`src/rtl/eth_mii_rx.sv`:
```
// MII receive front end: preamble/SFD strip, byte assembly, framing status and counters.
// Optional FCS check is built when ETH_RX_CRC_CHK_EN is defined.
module eth_mii_rx #(
    parameter int MIN_PRE = 6,
    parameter int MIN_LEN = 64,
    parameter int MAX_LEN = 1518
) (
    input  logic        clk,
    input  logic        rst,
    input  logic [3:0]  mii_rxd,
    input  logic        mii_rxdv,
    input  logic        mii_rxer,
    output logic [7:0]  out_data,
    output logic        out_valid,
    output logic        out_sof,
    output logic        out_eof,
    output logic [15:0] out_len,
    output logic [3:0]  out_status,
    input  logic        cnt_clr,
    output logic [15:0] frm_ok_cnt,
    output logic [15:0] frm_err_cnt
);

    typedef enum logic [2:0] {
        S_WAIT_IDLE,
        S_IDLE,
        S_PRE,
        S_DATA,
        S_DROP
    } state_t;

    state_t      r_state;
    state_t      w_next;
    logic [3:0]  r_rxd;
    logic        r_rxdv;
    logic        r_rxer;
    logic [7:0]  r_pre_cnt;
    logic [15:0] r_bytes;
    logic        r_phase;
    logic [3:0]  r_lo;
    logic [7:0]  r_hold;
    logic        r_err_seen;

    logic        w_sfd;
    logic        w_byte_done;
    logic        w_close;
    logic        w_trunc;
    logic        w_eof;
    logic        w_emit;
    logic        w_frame_end;
    logic        w_frame_ok;
    logic        w_fcs_bad;
    logic [3:0]  w_status;
    logic [7:0]  w_byte;

    // Input pipeline is not reset so WAIT_IDLE sees the true pin level
    always_ff @(posedge clk) begin
        r_rxd  <= mii_rxd;
        r_rxdv <= mii_rxdv;
        r_rxer <= mii_rxer;
    end

`ifdef ETH_RX_CRC_CHK_EN
    logic [31:0] r_crc;

    function automatic logic [31:0] crc_byte(input logic [31:0] c, input logic [7:0] d);
        logic [31:0] r;
        r = c ^ {24'd0, d};
        for (int i = 0; i < 8; i++)
            r = r[0] ? ((r >> 1) ^ 32'hEDB88320) : (r >> 1);
        return r;
    endfunction

    function automatic logic [31:0] rev32(input logic [31:0] x);
        logic [31:0] r;
        for (int i = 0; i < 32; i++)
            r[i] = x[31-i];
        return r;
    endfunction

    assign w_fcs_bad = rev32(crc_byte(r_crc, r_hold)) != 32'hC704DD7B;

    always_ff @(posedge clk) begin
        if (rst)
            r_crc <= 32'hFFFFFFFF;
        else if (w_sfd)
            r_crc <= 32'hFFFFFFFF;
        else if (w_emit && !w_eof)
            r_crc <= crc_byte(r_crc, r_hold);
    end
`else
    assign w_fcs_bad = 1'b0;
`endif

    always_ff @(posedge clk) begin
        if (rst)
            r_state <= S_WAIT_IDLE;
        else
            r_state <= w_next;
    end

    always_comb begin
        w_next      = r_state;
        w_sfd       = 1'b0;
        w_byte_done = 1'b0;
        w_close     = 1'b0;
        w_trunc     = 1'b0;
        unique case (r_state)
            S_WAIT_IDLE: if (!r_rxdv) w_next = S_IDLE;
            S_IDLE: begin
                if (r_rxdv)
                    w_next = (r_rxd == 4'h5) ? S_PRE : S_DROP;
            end
            S_PRE: begin
                if (!r_rxdv)
                    w_next = S_IDLE;
                else if (r_rxd == 4'h5)
                    w_next = S_PRE;
                else if (r_rxd == 4'hD && r_pre_cnt >= 8'(MIN_PRE)) begin
                    w_next = S_DATA;
                    w_sfd  = 1'b1;
                end else
                    w_next = S_DROP;
            end
            S_DATA: begin
                if (!r_rxdv) begin
                    w_next  = S_IDLE;
                    w_close = 1'b1;
                end else if (r_phase) begin
                    w_byte_done = 1'b1;
                    if (r_bytes == 16'(MAX_LEN)) begin
                        w_trunc = 1'b1;
                        w_next  = S_DROP;
                    end
                end
            end
            S_DROP: if (!r_rxdv) w_next = S_IDLE;
            default: w_next = S_WAIT_IDLE;
        endcase
    end

    assign w_byte      = {r_rxd, r_lo};
    assign w_eof       = (w_close && r_bytes != 16'd0) || w_trunc;
    assign w_emit      = w_eof || (w_byte_done && r_bytes != 16'd0);
    assign w_frame_end = w_eof || (w_close && r_bytes == 16'd0);
    assign w_status[0] = r_err_seen | r_rxer;
    assign w_status[1] = w_close & r_phase;
    assign w_status[2] = w_trunc | (r_bytes < 16'(MIN_LEN));
    assign w_status[3] = w_fcs_bad;
    assign w_frame_ok  = w_eof && (w_status == 4'd0);

    always_ff @(posedge clk) begin
        if (rst) begin
            out_data   <= 8'd0;
            out_valid  <= 1'b0;
            out_sof    <= 1'b0;
            out_eof    <= 1'b0;
            out_len    <= 16'd0;
            out_status <= 4'd0;
            r_pre_cnt  <= 8'd0;
            r_bytes    <= 16'd0;
            r_phase    <= 1'b0;
            r_lo       <= 4'd0;
            r_hold     <= 8'd0;
            r_err_seen <= 1'b0;
        end else begin
            out_valid <= w_emit;
            out_sof   <= w_emit && r_bytes == 16'd1;
            out_eof   <= w_eof;
            if (w_emit)
                out_data <= r_hold;
            if (w_eof) begin
                out_len    <= r_bytes;
                out_status <= w_status;
            end
            if (r_state != S_PRE)
                r_pre_cnt <= 8'd1;
            else if (r_rxd == 4'h5 && r_pre_cnt != 8'hFF)
                r_pre_cnt <= r_pre_cnt + 8'd1;
            if (w_sfd) begin
                r_bytes    <= 16'd0;
                r_phase    <= 1'b0;
                r_err_seen <= r_rxer;
            end else if (r_state == S_DATA) begin
                r_err_seen <= r_err_seen | r_rxer;
                if (r_rxdv) begin
                    r_phase <= ~r_phase;
                    if (!r_phase)
                        r_lo <= r_rxd;
                end
                if (w_byte_done && !w_trunc) begin
                    r_hold  <= w_byte;
                    r_bytes <= r_bytes + 16'd1;
                end
            end
        end
    end

    always_ff @(posedge clk) begin
        if (rst || cnt_clr) begin
            frm_ok_cnt  <= 16'd0;
            frm_err_cnt <= 16'd0;
        end else if (w_frame_end) begin
            if (w_frame_ok) begin
                if (frm_ok_cnt != 16'hFFFF)
                    frm_ok_cnt <= frm_ok_cnt + 16'd1;
            end else if (frm_err_cnt != 16'hFFFF)
                frm_err_cnt <= frm_err_cnt + 16'd1;
        end
    end

endmodule
```
`config.mk`:
```
export PLATFORM = sky130hd
export DESIGN_NAME = eth_mii_rx
export DESIGN_NICKNAME = d
export VERILOG_FILES = /design/src/rtl/eth_mii_rx.sv
export SDC_FILE = /design/constraint.sdc
export NUM_CORES = 1
export LEC_CHECK = 0
export ABC_AREA = 1
export ABC_CLOCK_PERIOD_IN_PS = 5400
export CAP_MARGIN = 5
export CORE_ASPECT_RATIO = 1.1
export CORE_MARGIN = 1
export CORE_UTILIZATION = 59
export CTS_CLUSTER_SIZE = 28
export DETAILED_ROUTE_END_ITERATION = 6
export HOLD_SLACK_MARGIN = 0.06
export PLACE_DENSITY = 0.85
export SLEW_MARGIN = 25
export SYNTH_ARGS = -nofsm -noshare
export SYNTH_HDL_FRONTEND = slang
export SYNTH_SLANG_ARGS = --single-unit
export TNS_END_PERCENT = 10
```
`constraint.sdc`:
```
create_clock -name clk -period 5.4 [get_ports clk]
set_input_delay 1.08 -clock clk [delete_from_list [all_inputs] [get_ports clk]]
set_output_delay 1.08 -clock clk [all_outputs]
set_load 0.02 [all_outputs]
```
Yosys cells after proc, flatten, opt, wreduce, memory -nomap -nowiden
Index checks and enable logic that the tools add are counted.

Shift-type cells: 0. Order comparisons: 2. Divide/modulo/power cells: 0. Equality and inequality tests: 16. $add $sub $neg: 4. Bitwise operators: 6. $mul: 0. Mux-type cells: 27. Reductions and logical operators: 29.

Operators by type and width (number): adder 16 x 1 -> 16 bit, second input constant (3); != test 16 bit, second input constant (2); 2-to-1 mux 3 bit (9); 2-to-1 mux 1 bit (17); equality test 16 x 1 -> 1 bit, second input constant (1); equality test 16 x 11 -> 1 bit, second input constant (1); zero test 16 bit (1); less-than comparator 16 x 7 -> 1 bit, second input constant (1); nonzero test 16 bit (1); one-hot mux 3 bit (4 select lines) (1); AND reduction 3 bit (3); adder 8 x 1 -> 8 bit, second input constant (1); greater-or-equal comparator 8 x 3 -> 1 bit, second input constant (1); logical AND 1 bit (8); != test 8 bit, second input constant (1); AND reduction 4 bit (2); equality test 3 x 2 -> 1 bit, second input constant (2); != test 3 bit, second input constant (2); OR reduction 2 bit (3); equality test 4 x 3 -> 1 bit, second input constant (1); equality test 4 bit, second input constant (1); zero test 4 bit (1); logical OR 1 bit (4); != test 2 bit, second input constant (2); 10 further kinds (15).

Output and inout port bits: 63. Word-level logic and storage cells: 103. Memories kept: 0. Bits of input ports: 9. Bits in registers: 109. ROM bits: 0. Memory bits (writable): 0. Bits in latches: 0.

Depth between registers and ports, before layout
Gate-level depths: netlist of the first run.

Word-level depth: 10. Gate-level depth with buffers: 13. Gate-level depth less buffers: 13.

Worst setup path after synthesis of the first run
Ideal clock, no wire load.

Path type: input to register. From: input port rst. To: register frm_err_cnt[10]. Stages: 4. Setup time: 0.070 ns. Data arrival time: 1.916 ns. Required time: 5.330 ns. Buffers on the path: 1. Path slack: 3.414 ns. Cells stage by stage: nor2_1 -> clkinv_1 -> clkbuf_1 -> a21oi_1.

Cells in the longest elaborated chain, start to end: 1.

Ends and longest elaborated chain: start: declaration (line 9) `input logic rst,`; logical OR 1 bit (line 200) `if (rst || cnt_clr) begin`; end signal: assignment (line 208) `frm_err_cnt <= frm_err_cnt + 16'd1;`; end: declaration (line 21) `output logic [15:0] frm_err_cnt`.

Every way passes these cells. A chain may end at the register's enable or synchronous reset.

Final worst setup path of the first run
From: input port rst. To: register frm_ok_cnt[10].

Cells in the longest elaborated chain, start to end: 1.

Ends and longest elaborated chain: logical OR 1 bit (line 200); end signal: assignment (line 206) `frm_ok_cnt <= frm_ok_cnt + 16'd1;`; end: declaration (line 20) `output logic [15:0] frm_ok_cnt,`.

Every way passes these cells.

==> results of run 1 <==
[registers in the layout, summed over array words and instances (netlist names)]
signal / flops
r_phase: 1
r_rxd: 4
r_lo: 4
frm_ok_cnt: 16
r_rxdv: 1
r_state: 3
out_data: 8
out_len: 16
r_hold: 8
out_valid: 1
r_rxer: 1
r_bytes: 16
out_eof: 1
frm_err_cnt: 16
out_status: 3
r_pre_cnt: 8
out_sof: 1
r_err_seen: 1
[worst register-to-register path: cells and delay by family (launching register included)]
kind | cells | cell delay (ns)
compound gates | 1 | 0.74
fa+ha+maj | 1 | 0.17
buf+inv | 2 | 0.22
flops | 1 | 0.37
simple gates | 7 | 1.18
[path summary, 6_finish.rpt]
kind	from	end	slack [ns]
worst max register to register	r_bytes[0]$_SDFFE_PP0P_	frm_err_cnt[0]$_SDFFE_PP0P_	2.62
worst max-delay path	rst	frm_ok_cnt[10]$_SDFFE_PP0P_	2.47
worst min-delay path	r_hold[4]$_SDFFE_PP0P_	out_data[4]$_SDFFE_PP0P_	0.49
worst min register to register	r_hold[4]$_SDFFE_PP0P_	out_data[4]$_SDFFE_PP0P_	0.49
[cells by family (layout without fill, tap and decap cells)]
family                   after synthesis  count (layout)  share of synthesized area, %
AND/OR/NAND/NOR                      329             329                         29.16
AO/OA/AOI/OAI                        132             132                         13.29
flip-flops                           109             109                         42.45
buffers and inverters                 85             150                         7.278
XOR/XNOR                              34              34                         5.794
adder cells (fa/ha/maj)                8               8                         1.947
other                                  1               1                       0.07296
[area by class of cell]
cell class	count	area, um^2	area share, %
sequential	109	2182	35.96
timing repair buffer	72	715.7	11.79
clock buffer	9	123.9	2.041
clock inverter	7	88.84	1.464
multi-input combinational	504	2584	42.58
inverter	62	235.2	3.876
tap	111	138.9	2.289
[stage by stage]
step,hold WS [ns],setup WS [ns],utilization [%],area (um^2)
2_1_floorplan,0.4268,3.414,-,5140
4_1_cts,0.4919,2.502,72.17,6068
5_1_grt,0.5206,2.317,72.17,6068
3_3_place_gp,0.4645,2.320,69.64,5856
3_5_place_dp,0.4661,2.155,69.64,5856
6_report,0.4941,2.473,72.17,6068
[cells in the final DEF (no fill, tap or decap), types with 4 or more instances in the layout]
| master | count |
|---|---|
| a31oi_1 | 4 |
| nand3_1 | 27 |
| nand2_1 | 146 |
| nor3_1 | 20 |
| clkdlybuf4s50_1 | 70 |
| dfxtp_1 | 109 |
| xnor2_1 | 9 |
| nor2_1 | 83 |
| nand4_1 | 30 |
| a21oi_1 | 76 |
| o21ai_0 | 48 |
| xor2_1 | 25 |
| clkbuf_8 | 9 |
| ha_1 | 8 |
| inv_1 | 59 |
[power breakdown]
group	leakage [uW]	internal [uW]	switching [uW]	total, uW
combinational	0.00129	13.1	24.7	37.8
sequential	0.000880	808	3.21	811
clock	0.000105	226	297	523
total	0.00227	1050	325	1370
[metal layers]
metal	up-vias	part of all wire, %
li1	2408	-
met1	2285	43
met2	163	50
met3	24	5.2
met4	0	1.7
met5	-	0
==> impl_metrics.xml, run 1 <==
<?xml version="1.0" encoding="UTF-8"?>
<metrics>
  <group name="detailed_routing">
    <metric name="avgViaCountPerCell" unit="">5.584</metric>
    <metric name="drt-pass1-iter-count" unit="">4</metric>
    <metric name="wl_per_cell" unit="um">13.51</metric>
    <metric name="remaining_drc_errors" unit="">0</metric>
    <metric name="drt_iter0_markers" unit="">291</metric>
    <metric name="vias" unit="">4880</metric>
    <metric name="postRouteAntennaNets" unit="">0</metric>
    <metric name="routed_wl" unit="um">11810</metric>
  </group>
  <group name="critical_path">
    <metric name="timing.reg2reg.worst_path_depth" unit="">11</metric>
    <metric name="worst-path-stages" unit="">4</metric>
    <metric name="worstSetupStartpointType" unit="">input pin</metric>
    <metric name="cp.buffers_inverters" unit="">2</metric>
    <metric name="crit_chain" unit="">clkdlybuf4s50_1 &gt; nor2_1 &gt; clkinv_1 &gt; a21oi_1</metric>
    <metric name="crit_fanout" unit="">26</metric>
    <metric name="cp_slowest_stage_delay" unit="ns">0.76</metric>
    <metric name="timing.critical_path.max_delay_family" unit="">buffers and inverters</metric>
    <metric name="worst-endpoint-required" unit="ns">5.68</metric>
    <metric name="critical_path.endpoint_type" unit="">flip-flop</metric>
    <metric name="setup.worst_path.class" unit="">in -&gt; reg</metric>
    <metric name="worst_ep_arrival_time" unit="ns">3.20</metric>
    <metric name="critPathSlowestCell" unit="">clkinv_1</metric>
  </group>
  <group name="power">
    <metric name="max-vdd-ir-drop" unit="mV">0.1529</metric>
    <metric name="leakage" unit="uW">0.002271</metric>
    <metric name="totalPowerFinal" unit="uW">1372</metric>
    <metric name="powerDensity" unit="nW/um^2">226.1</metric>
  </group>
  <group name="die">
    <metric name="placementRows" unit="">35</metric>
    <metric name="die_height" unit="um">99.89</metric>
    <metric name="area_of_the_core" unit="um^2">8408</metric>
    <metric name="top_level_ports" unit="">72</metric>
    <metric name="design.die.area" unit="um^2">9089</metric>
    <metric name="floorplan.initialDensity" unit="%">61.13</metric>
    <metric name="die_width" unit="um">91.00</metric>
  </group>
  <group name="logic_synthesis">
    <metric name="syn-cell-area" unit="um^2">5140</metric>
    <metric name="synth.most_common_cell" unit="">nand2_1</metric>
    <metric name="post-synth-top-area-fraction" unit="%">42.45</metric>
    <metric name="synth.top_cells.by_area" unit="">dfxtp_1, nand2_1, a21oi_1</metric>
    <metric name="async_reset_ff_share" unit="%">0</metric>
    <metric name="synth-main-ff-cell" unit="">dfxtp_1</metric>
    <metric name="ys_types" unit="">39</metric>
    <metric name="number_of_enable_type_register_cells_in_the_synthesized_netlist" unit="">0</metric>
    <metric name="synthesis.yosys.warnings" unit="">0</metric>
    <metric name="synth_seq_area_share" unit="%">42.45</metric>
    <metric name="synth.largest_area_cell" unit="">dfxtp_1</metric>
    <metric name="syn_inst" unit="">698</metric>
    <metric name="synth.cells.most_frequent" unit="">nand2_1, dfxtp_1, nor2_1</metric>
    <metric name="post_synthesis_mean_instance_area" unit="um^2">7.364</metric>
    <metric name="synth.ff_latch_count" unit="">109</metric>
    <metric name="synthesis.nets" unit="">715</metric>
  </group>
  <group name="cells_and_area">
    <metric name="area.growth.synth_to_final" unit="%">18.06</metric>
    <metric name="final_nets" unit="">775</metric>
    <metric name="antenna_cells" unit="">0</metric>
    <metric name="filler_cell_count" unit="">677</metric>
    <metric name="final_layout_size_suffix_gt1_share" unit="%">4.980</metric>
    <metric name="finalNonFillerCells" unit="">874</metric>
  </group>
  <group name="place">
    <metric name="routabilityCongestion" unit="">0.8970</metric>
    <metric name="post-dp-hpwl" unit="um">8257</metric>
    <metric name="io_buffers" unit="">70</metric>
    <metric name="placedCellCount" unit="">858</metric>
  </group>
  <group name="sta">
    <metric name="setup_repair_after_global_routing_missed_its_margin" unit="">no</metric>
    <metric name="fin_setup_tns" unit="ns">0</metric>
    <metric name="final-hold-violation-count" unit="">0</metric>
    <metric name="count_of_pins_over_their_slew_limit" unit="">0</metric>
    <metric name="achievable-frequency" unit="MHz">341.7</metric>
    <metric name="timing_worst_slew_pin_value" unit="ns">0.9044</metric>
    <metric name="clock_skew" unit="ns">0.01139</metric>
    <metric name="finalSetupViolations" unit="">0</metric>
    <metric name="timing.final.crit_period" unit="ns">2.927</metric>
    <metric name="fraction_of_the_cycle_the_final_worst_path_needs" unit="%">54.20</metric>
    <metric name="relSlewSlack" unit="%">39.57</metric>
  </group>
  <group name="global_route">
    <metric name="grt_start_max_net_pins" unit="">44</metric>
    <metric name="grt-ovfl-total" unit="">0</metric>
    <metric name="antenna_violations_before_repair" unit="">0</metric>
    <metric name="grt_util_met1" unit="%">33.54</metric>
    <metric name="layer_with_the_highest_usage" unit="">met2</metric>
    <metric name="grt_pass1_wl" unit="um">19800</metric>
    <metric name="grt_util_met3" unit="%">4.318</metric>
    <metric name="globalRouteTotalUtil" unit="%">26.27</metric>
    <metric name="grt.met2_usage" unit="%">45.63</metric>
    <metric name="grt_pass1_vias" unit="">4476</metric>
  </group>
  <group name="clock_tree">
    <metric name="cts_setup_buffers" unit="">0</metric>
    <metric name="cts_inserted_buffers" unit="">9</metric>
    <metric name="clock_latency" unit="ns">0.37</metric>
    <metric name="clock-sinks" unit="">109</metric>
    <metric name="cts.repair.resized" unit="">0</metric>
    <metric name="clock_path_buffers" unit="">2</metric>
    <metric name="cts_root_cell" unit="">clkbuf_8</metric>
    <metric name="cts_htree_levels" unit="">3</metric>
    <metric name="cts_tree" unit="">done</metric>
    <metric name="post_cts_hold_buffer_count" unit="">0</metric>
    <metric name="clkTransAtPathRegs" unit="ns">0.11</metric>
  </group>
  <group name="worst_hold_path">
    <metric name="hold_depth" unit="">2</metric>
    <metric name="min_path_type" unit="">reg -&gt; reg</metric>
  </group>
  <group name="run">
    <metric name="max-cap-violations" unit="">0</metric>
  </group>
  <group name="status">
    <metric name="status" unit="">finished, final reports clean</metric>
  </group>
</metrics>
No activity file was read; power rests on OpenSTA's default activity.
==> run 2, diff against run 1 <==
--- a/config.mk
+++ b/config.mk
@@ -6,15 +6,15 @@
 export NUM_CORES = 1
 export LEC_CHECK = 0
 export ABC_AREA = 1
-export ABC_CLOCK_PERIOD_IN_PS = 5400
+export ABC_CLOCK_PERIOD_IN_PS = 2950
 export CAP_MARGIN = 5
 export CORE_ASPECT_RATIO = 1.1
 export CORE_MARGIN = 1
-export CORE_UTILIZATION = 59
+export CORE_UTILIZATION = 55
 export CTS_CLUSTER_SIZE = 28
 export DETAILED_ROUTE_END_ITERATION = 6
 export HOLD_SLACK_MARGIN = 0.06
-export PLACE_DENSITY = 0.85
+export PLACE_DENSITY = 0.8
 export SLEW_MARGIN = 25
 export SYNTH_ARGS = -nofsm -noshare
 export SYNTH_HDL_FRONTEND = slang
==> constraint.sdc (replaced) <==
create_clock -name clk -period 2.95 [get_ports clk]
set_input_delay 0.59 -clock clk [delete_from_list [all_inputs] [get_ports clk]]
set_output_delay 0.59 -clock clk [all_outputs]
set_load 0.02 [all_outputs]
==> impl_metrics.xml, run 2 (synthesis results as in run 1) <==
<?xml version="1.0" encoding="UTF-8"?>
<metrics>
  <group name="detailed_routing">
    <metric name="vias" unit="">4874</metric>
    <metric name="wl_per_cell" unit="um">13.51</metric>
    <metric name="drt-pass1-iter-count" unit="">5</metric>
    <metric name="routed_wl" unit="um">11930</metric>
    <metric name="drt_iter0_markers" unit="">273</metric>
    <metric name="remaining_drc_errors" unit="">0</metric>
    <metric name="postRouteAntennaNets" unit="">0</metric>
    <metric name="avgViaCountPerCell" unit="">5.520</metric>
  </group>
  <group name="sta">
    <metric name="clock_skew" unit="ns">0.009461</metric>
    <metric name="timing_worst_slew_pin_value" unit="ns">0.6731</metric>
    <metric name="holdWs" unit="ns">0.4674</metric>
    <metric name="fin_setup_tns" unit="ns">0</metric>
    <metric name="fraction_of_the_cycle_the_final_worst_path_needs" unit="%">82.16</metric>
    <metric name="final-hold-violation-count" unit="">0</metric>
    <metric name="count_of_pins_over_their_slew_limit" unit="">0</metric>
    <metric name="finalSetupViolations" unit="">0</metric>
    <metric name="achievable-frequency" unit="MHz">412.6</metric>
    <metric name="relSlewSlack" unit="%">55.02</metric>
    <metric name="timing.final.crit_period" unit="ns">2.424</metric>
    <metric name="setup_repair_after_global_routing_missed_its_margin" unit="">no</metric>
  </group>
  <group name="critical_path">
    <metric name="worstSetupStartpointType" unit="">flip-flop</metric>
    <metric name="setup.worst_path.class" unit="">reg -&gt; reg</metric>
    <metric name="critical_path.endpoint_type" unit="">flip-flop</metric>
    <metric name="worst-endpoint-required" unit="ns">3.23</metric>
    <metric name="crit_fanout" unit="">21</metric>
    <metric name="worst_ep_arrival_time" unit="ns">2.70</metric>
  </group>
  <group name="power">
    <metric name="power_report.internal_total" unit="uW">1868</metric>
    <metric name="pwr-share-clk" unit="%">36.2</metric>
    <metric name="p_comb_share" unit="%">3.0</metric>
    <metric name="pwr-share-seq" unit="%">60.8</metric>
    <metric name="powerDensity" unit="nW/um^2">400.5</metric>
    <metric name="max-vdd-ir-drop" unit="mV">0.3445</metric>
    <metric name="total_switching_power" unit="uW">573.8</metric>
    <metric name="leakage" unit="uW">0.002289</metric>
    <metric name="netSwitchingFraction" unit="%">23.50</metric>
  </group>
  <group name="clock_tree">
    <metric name="cts_inserted_buffers" unit="">9</metric>
    <metric name="cts_root_cell" unit="">clkbuf_8</metric>
    <metric name="post_cts_hold_buffer_count" unit="">0</metric>
    <metric name="cts_htree_levels" unit="">3</metric>
    <metric name="cts.repair.resized" unit="">0</metric>
    <metric name="cts_tree" unit="">done</metric>
    <metric name="clock_latency" unit="ns">0.38</metric>
    <metric name="cts_setup_buffers" unit="">0</metric>
    <metric name="clock-sinks" unit="">109</metric>
    <metric name="clock_path_buffers" unit="">2</metric>
    <metric name="clkTransAtPathRegs" unit="ns">0.10</metric>
  </group>
  <group name="run">
    <metric name="max-cap-violations" unit="">0</metric>
  </group>
  <group name="place">
    <metric name="io_buffers" unit="">70</metric>
    <metric name="post-dp-hpwl" unit="um">8472</metric>
    <metric name="routabilityCongestion" unit="">0.9004</metric>
  </group>
  <group name="cells_and_area">
    <metric name="final_nets" unit="">781</metric>
    <metric name="area.growth.synth_to_final" unit="%">18.62</metric>
    <metric name="layout_common_cells" unit="">nand2_1, dfxtp_1, nor2_1</metric>
    <metric name="antenna_cells" unit="">0</metric>
    <metric name="final_common_cell" unit="">nand2_1</metric>
    <metric name="final_layout_size_suffix_gt1_share" unit="%">5.722</metric>
  </group>
  <group name="die">
    <metric name="floorplan.initialDensity" unit="%">57.34</metric>
    <metric name="area_of_the_core" unit="um^2">8964</metric>
    <metric name="die_height" unit="um">103.4</metric>
    <metric name="design.die.area" unit="um^2">9736</metric>
    <metric name="placementRows" unit="">36</metric>
    <metric name="top_level_ports" unit="">72</metric>
    <metric name="die_width" unit="um">94.17</metric>
  </group>
  <group name="global_route">
    <metric name="antenna_violations_before_repair" unit="">0</metric>
    <metric name="grt_start_max_net_pins" unit="">32</metric>
    <metric name="grt_pass1_wl" unit="um">19780</metric>
    <metric name="grt_pass1_vias" unit="">4456</metric>
    <metric name="globalRouteTotalUtil" unit="%">25.45</metric>
    <metric name="grt-ovfl-total" unit="">0</metric>
  </group>
  <group name="status">
    <metric name="status" unit="">finished, final reports clean</metric>
  </group>
  <group name="worst_hold_path">
    <metric name="min_path_type" unit="">reg -&gt; reg</metric>
  </group>
</metrics>
## run 2: final timing paths
check                                              from                          end  slack (ns)  cells past startpoint
worst max register to register  r_bytes[0]$_SDFFE_PP0P_  frm_err_cnt[0]$_SDFFE_PP0P_        0.53                     11
worst max-delay path            r_bytes[0]$_SDFFE_PP0P_  frm_err_cnt[0]$_SDFFE_PP0P_        0.53                     11
worst min-delay path            r_err_seen$_SDFFE_PP0P_      r_err_seen$_SDFFE_PP0P_        0.47                      2
worst min register to register  r_err_seen$_SDFFE_PP0P_      r_err_seen$_SDFFE_PP0P_        0.47                      2
## run 2: layout make-up
cell class | count | area [um^2]
sequential | 109 | 2182
timing repair buffer | 78 | 760.7
multi-input combinational | 504 | 2584
clock inverter | 5 | 41.29
fill | 758 | 2867
clock buffer | 11 | 151.4
tap | 114 | 142.6
inverter | 62 | 235.2
## run 2: power by group through the flow
stage	Sequential, uW	Clock, uW	Combinational, uW
after floorplan	1520	0	46.5
after global placement	1520	0	69.8
after detailed placement	1520	0	72.2
after CTS	1480	896	72.7
after global routing	1490	964	81.4
final	1480	884	73.5
## run 2: per-stage QoR
step | cell area, um^2 | utilization, % | total power, uW | setup slack [ns] | instances
global placement | 5904 | 65.87 | 1588 | 0.7138 | 867
global route | 6097 | 68.02 | 2532 | 0.2719 | 883
finish | 6097 | 68.02 | 2442 | 0.5264 | 883
detailed placement | 5904 | 65.87 | 1591 | 0.5746 | 867
CTS | 6097 | 68.02 | 2454 | 0.5402 | 883
floorplan | 5140 | - | 1564 | 1.020 | 698
## run 2: layer usage
layer	vias to the layer above	GRT usage, %	share of wire [%]
met5	-	0	0
met4	0	9.704	1.7
met3	19	4.094	5.3
met2	162	43.65	49
met1	2262	32.18	44
li1	2431	-	-
## run 2: critical path, stage by stage, from the launching register on
cell     delay, ns
dfxtp_1       0.37
inv_1         0.13
ha_1          0.16
nand3_1       0.11
nor2_4        0.19
nand3_4       0.11
a21oi_4       0.47
nand2_4       0.27
nand3_4       0.24
inv_1         0.10
nor2_1        0.11
nor2_1        0.06
